<file path="src/rtl/halflife_pkg.sv">
// Shared state encoding and default parameter values for the half-life decay timer.
package halflife_pkg;

  typedef enum logic [1:0] {
    ST_IDLE,
    ST_RUN,
    ST_PAUSE,
    ST_DONE
  } state_t;

  localparam int unsigned DEF_WIDTH = 8;
  localparam int unsigned DEF_PW    = 16;
  localparam int unsigned DEF_HW    = 4;
  localparam int unsigned DEF_ROUND = 0;

endpackage

</file>
<file path="src/rtl/halflife_prescaler.sv">
// Free-running 0..period-1 counter; terminal pulses on the enabled clock that wraps it.
module halflife_prescaler
  import halflife_pkg::*;
#(
  parameter int unsigned PW = DEF_PW
) (
  input  logic          clk,
  input  logic          reset,
  input  logic          enable,
  input  logic          clear,
  input  logic [PW-1:0] period,
  output logic          terminal
);

  logic [PW-1:0] cnt;

  // period is never zero here; the owner coerces 0 to 1 when capturing it
  assign terminal = enable && (cnt == period - PW'(1));

  always_ff @(posedge clk or posedge reset) begin
    if (reset) begin
      cnt <= '0;
    end else if (clear) begin
      cnt <= '0;
    end else if (enable) begin
      cnt <= terminal ? '0 : cnt + PW'(1);
    end
  end

endmodule

</file>
<file path="src/rtl/halflife_decay_timer.sv">
// Quantity that halves once per programmable period while running; IDLE allows manual trim.
module halflife_decay_timer
  import halflife_pkg::*;
#(
  parameter int unsigned WIDTH = DEF_WIDTH,
  parameter int unsigned PW    = DEF_PW,
  parameter int unsigned HW    = DEF_HW,
  parameter int unsigned ROUND = DEF_ROUND
) (
  input  logic             clk,
  input  logic             reset,
  input  logic             load,
  input  logic [WIDTH-1:0] load_val,
  input  logic [PW-1:0]    period_val,
  input  logic             start,
  input  logic             stop,
  input  logic             up,
  input  logic             down,
  output logic [WIDTH-1:0] count_out,
  output logic [HW-1:0]    halvings,
  output logic             running,
  output logic             tick,
  output logic             done
);

  state_t           state, state_nx;
  logic [PW-1:0]    period_q;
  logic [WIDTH-1:0] count_nx;
  logic [HW-1:0]    halv_nx;
  logic             tick_nx, done_nx;
  logic             pre_en, pre_term;
  logic [WIDTH:0]   plus_one;
  logic [WIDTH-1:0] half_val;

  // stop and load both freeze the prescaler on the edge they are sampled
  assign pre_en = (state == ST_RUN) && !load && !stop;

  halflife_prescaler #(
    .PW(PW)
  ) u_prescaler (
    .clk     (clk),
    .reset   (reset),
    .enable  (pre_en),
    .clear   (load),
    .period  (period_q),
    .terminal(pre_term)
  );

  assign plus_one = {1'b0, count_out} + (WIDTH+1)'(1);

  always_comb begin
    if (ROUND != 0) begin
      half_val = (count_out == WIDTH'(1)) ? '0 : plus_one[WIDTH:1];
    end else begin
      half_val = count_out >> 1;
    end
  end

  always_comb begin
    state_nx = state;
    count_nx = count_out;
    halv_nx  = halvings;
    tick_nx  = 1'b0;
    done_nx  = 1'b0;
    if (load) begin
      state_nx = ST_IDLE;
      count_nx = load_val;
      halv_nx  = '0;
    end else begin
      case (state)
        ST_IDLE: begin
          if (!stop) begin
            if (start) begin
              if (count_out != '0) begin
                state_nx = ST_RUN;
              end else begin
                state_nx = ST_DONE;
                done_nx  = 1'b1;
              end
            end else if (up && !down) begin
              if (count_out != '1) count_nx = count_out + WIDTH'(1);
            end else if (down && !up) begin
              if (count_out != '0) count_nx = count_out - WIDTH'(1);
            end
          end
        end
        ST_RUN: begin
          if (stop) begin
            state_nx = ST_PAUSE;
          end else if (pre_term) begin
            count_nx = half_val;
            tick_nx  = 1'b1;
            if (halvings != '1) halv_nx = halvings + HW'(1);
            if (half_val == '0) begin
              state_nx = ST_DONE;
              done_nx  = 1'b1;
            end
          end
        end
        ST_PAUSE: begin
          if (!stop && start) state_nx = ST_RUN;
        end
        default: state_nx = ST_DONE;
      endcase
    end
  end

  always_ff @(posedge clk or posedge reset) begin
    if (reset) begin
      state     <= ST_IDLE;
      period_q  <= PW'(1);
      count_out <= '0;
      halvings  <= '0;
      running   <= 1'b0;
      tick      <= 1'b0;
      done      <= 1'b0;
    end else begin
      state     <= state_nx;
      count_out <= count_nx;
      halvings  <= halv_nx;
      running   <= (state_nx == ST_RUN);
      tick      <= tick_nx;
      done      <= done_nx;
      if (load) period_q <= (period_val == '0) ? PW'(1) : period_val;
    end
  end

endmodule

</file>
<file path="config.mk">
export PLATFORM = sky130hd
export DESIGN_NAME = halflife_decay_timer
export DESIGN_NICKNAME = d
export VERILOG_FILES = /design/src/rtl/halflife_pkg.sv /design/src/rtl/halflife_prescaler.sv /design/src/rtl/halflife_decay_timer.sv
export SDC_FILE = /design/constraint.sdc
export NUM_CORES = 1
export LEC_CHECK = 0
export CELL_PAD_IN_SITES_DETAIL_PLACEMENT = 1
export CELL_PAD_IN_SITES_GLOBAL_PLACEMENT = 2
export CORE_MARGIN = 4
export CORE_UTILIZATION = 34
export CTS_CLUSTER_DIAMETER = 80
export DETAILED_ROUTE_END_ITERATION = 7
export PLACE_DENSITY_LB_ADDON = 0.1
export SYNTH_ARGS = -nofsm -noshare
export SYNTH_HDL_FRONTEND = slang
export SYNTH_SLANG_ARGS = --single-unit
</file>
<file path="constraint.sdc">
create_clock -name clk -period 4.3 [get_ports clk]
set_input_delay 1.29 -clock clk [delete_from_list [all_inputs] [get_ports clk]]
set_output_delay 1.29 -clock clk [all_outputs]
set_load 0.03 [all_outputs]
</file>
==> impl_metrics.ini <==
[die]
core_area_sq_um = 9820
die_height_microns = 108
dieArea_sq_um = 11800
fp-row-count = 36
ios = 46
die_w_microns = 108
initial_core_util_pct = 35.0

[synth]
async_reset_ff_share_pct = 100
synth_fa_ha_area_share_pct = 4.23
synth.distinct_cells = 62
post_synth_xor_area_fraction_pct = 9.44
syn_area_per_cell_sq_um = 8.94
synth_edf_count = 0
synth_simple_gate_area_share_pct = 24.7
synthCells = 384
syn-num-nets = 426
ys_warn_count = 0
synth_ff_type = dfrtp_1
synth-compound-area-share_pct = 15.1
seq_area_frac_synth_pct = 35.8
syn-cell-area_sq_um = 3430
ys_ff_latch = 49
muxShareOfSynthArea_pct = 6.71
synth_top_family_by_area = simple AND/OR/NAND/NOR gates

[timing]
post-route-period-util_pct = 89.0
min_period_ns = 3.83
maxSlewViolCount = 0
hold_ws_ns = 0.575
fmax_ghz = 0.261
skew_ns = 0.0102
tightestPinTransition_ns = 1.07
maxSlewHeadroom_pct = 28.9
setup_viol = 0
grt_setup_unrepaired = no
fin_tns_setup_ns = 0
setup_ws_ns = 0.473
hold_viol_final = 0

[finish]
seqCellArea_sq_um = 1230
layout_common_cells = dfrtp_1 (48), clkdlybuf4s50_1 (44), nand2_1 (36)
drive_gt1_share_pct = 10.6
syn_to_final_growth_pct = 18.9
final_common_cell = dfrtp_1
finalNetCount = 466
fin_area_sq_um = 4080
final_cell_count_no_fill = 558
multiInputGateArea_sq_um = 2070
fillers = 1202
num_antenna_cells = 0
final_core_util_pct = 41.6

[placement]
dp_cells = 550
pre_cts_slack_ns = 0.113
port_buffers = 45
gp_congestion = 0.821
placed_area_sq_um = 3990
hpwl_mm = 7.27

[global_route]
antenna_found_initial = 0
grt_pass1_vias = 3164
overflow = 0
track_usage_pct = 17.4
grt_start_max_net_pins = 50
grt_pass1_wl_mm = 16.3

[routing]
drt_wl_total_mm = 9.67
drc = 0
drt_iter0_markers = 169
wl_per_cell_microns = 17.3
num_vias = 3075
dr.pass1.iters = 4
vias_per_cell = 5.51
antenna_left = 0

[clock_tree]
postCtsHoldBufs = 0
h-tree-depth = 2
cts-root-buf = clkbuf_8
cts_resized = 0
tritoncts = done
clkSinkCount = 49
clkTransAtPathRegs_ns = 0.10
cts_buffers = 5
postCtsSetupBuffers = 0
cts_buffer_depth = 2
clkLatencyLatePin_ns = 0.31

[critical_path]
critical_path.cell_chain = clkdlybuf4s50_1, or3b_2, nor4_1, o2111ai_1, nor4_1, and4_1, or3_4, nor3_1, o22a_1
crit_arrival_ns = 4.03
crit_type = in2reg
cp_common_cell = nor4_1
worstPathRequired_ns = 4.50
critPathSlowestCell = or3b_2
cpPeakStageDelay_ns = 0.53
path_max_fanout = 16
cp-start-kind = input pin
crit_path_end_kind = flip-flop

[pwr]
p_total_mw = 1.18
power_leakage_nw = 1.65
irDropWorstVdd_mv = 0.106
p_per_area_nw_per_um2 = 289

[outcome]
status = completed

[hold_path]
hp-class = reg2reg

[job]
max_cap_violations = 0
-- kinds of logic (layout without fill, tap and decap cells) --
logic type | after synthesis | in the layout
AOI/OAI and AO/OA | 78 | 78
adders and majority gates | 11 | 11
DFF | 49 | 49
xor gates and xnor gates | 37 | 37
muxes | 21 | 21
and+or+nand+nor | 160 | 160
buffers and inverters | 28 | 69
-- worst paths after layout --
kind / to / depth (start not counted) / startpoint / slack (ns)
worst max-delay path: u_prescaler.cnt[5] / 9 / stop / 0.47
worst min register to register: period_q[15] / 1 / period_q[15] / 0.57
worst min-delay path: period_q[15] / 1 / period_q[15] / 0.57
max in group asynchronous: period_q[5] / 2 / reset / 2.08
min in group asynchronous: count_out[0] / 2 / reset / 1.57
worst max register to register: u_prescaler.cnt[5] / 10 / period_q[1] / 1.01
-- worst max-delay path: cells and delay by family --
| kind | cells | cell delay, ns |
|---|---|---|
| buffers and inverters | 1 | 0.41 |
| and+or+nand+nor | 6 | 1.96 |
| AOI/OAI and AO/OA | 2 | 0.37 |
-- where the power goes --
part,switching [mW],internal (mW)
logic,0.177,0.161
registers,0.0630,0.490
clock network,0.157,0.132
-- metal layers --
layer / up-vias / share of wire (%) / global-route usage [%]
met1: 1520 / 51 / 25.7
met2: 62 / 43 / 26.3
met3: 13 / 3.8 / 2.63
li1: 1480 / - / -
met4: 0 / 1.6 / 4.87
met5: - / 0 / 0
-- sequential cells by signal, summed over array words and instances, names as in the netlist --
name and flops:
running 1, tick 1, halvings 4, done 1, u_prescaler.cnt 16, period_q 16
state 2, count_out 8
-- Yosys cell counts (all sizes together), types with 4 or more instances --
cell type / instances / area, sq um
nor2: 36 / 138
buf: 8 / 63.8
and3: 12 / 75.1
nor3: 14 / 75.1
nand2: 36 / 135
a21oi: 22 / 110
ha: 10 / 125
nor4: 13 / 87.6
or4: 4 / 37.5
mux2i: 5 / 50.1
nand4: 5 / 31.3
inv: 9 / 33.8
xor2: 17 / 149
o21ai: 15 / 75.1
nand3: 13 / 65.1
mux2: 16 / 180
dfrtp: 48 / 1200
xnor2: 20 / 175
nor2b: 5 / 31.3
clkbuf: 11 / 41.3
o22a: 6 / 52.6
-- area by class of cell --
type                       instances  area share, %
inverter                           9          0.828
clock buffer                       8           2.21
timing repair buffer              52           12.2
tap                              133           4.08
sequential                        49           30.1
multi-input combinational        307           50.6
No activity file was read; power rests on OpenSTA's default activity.
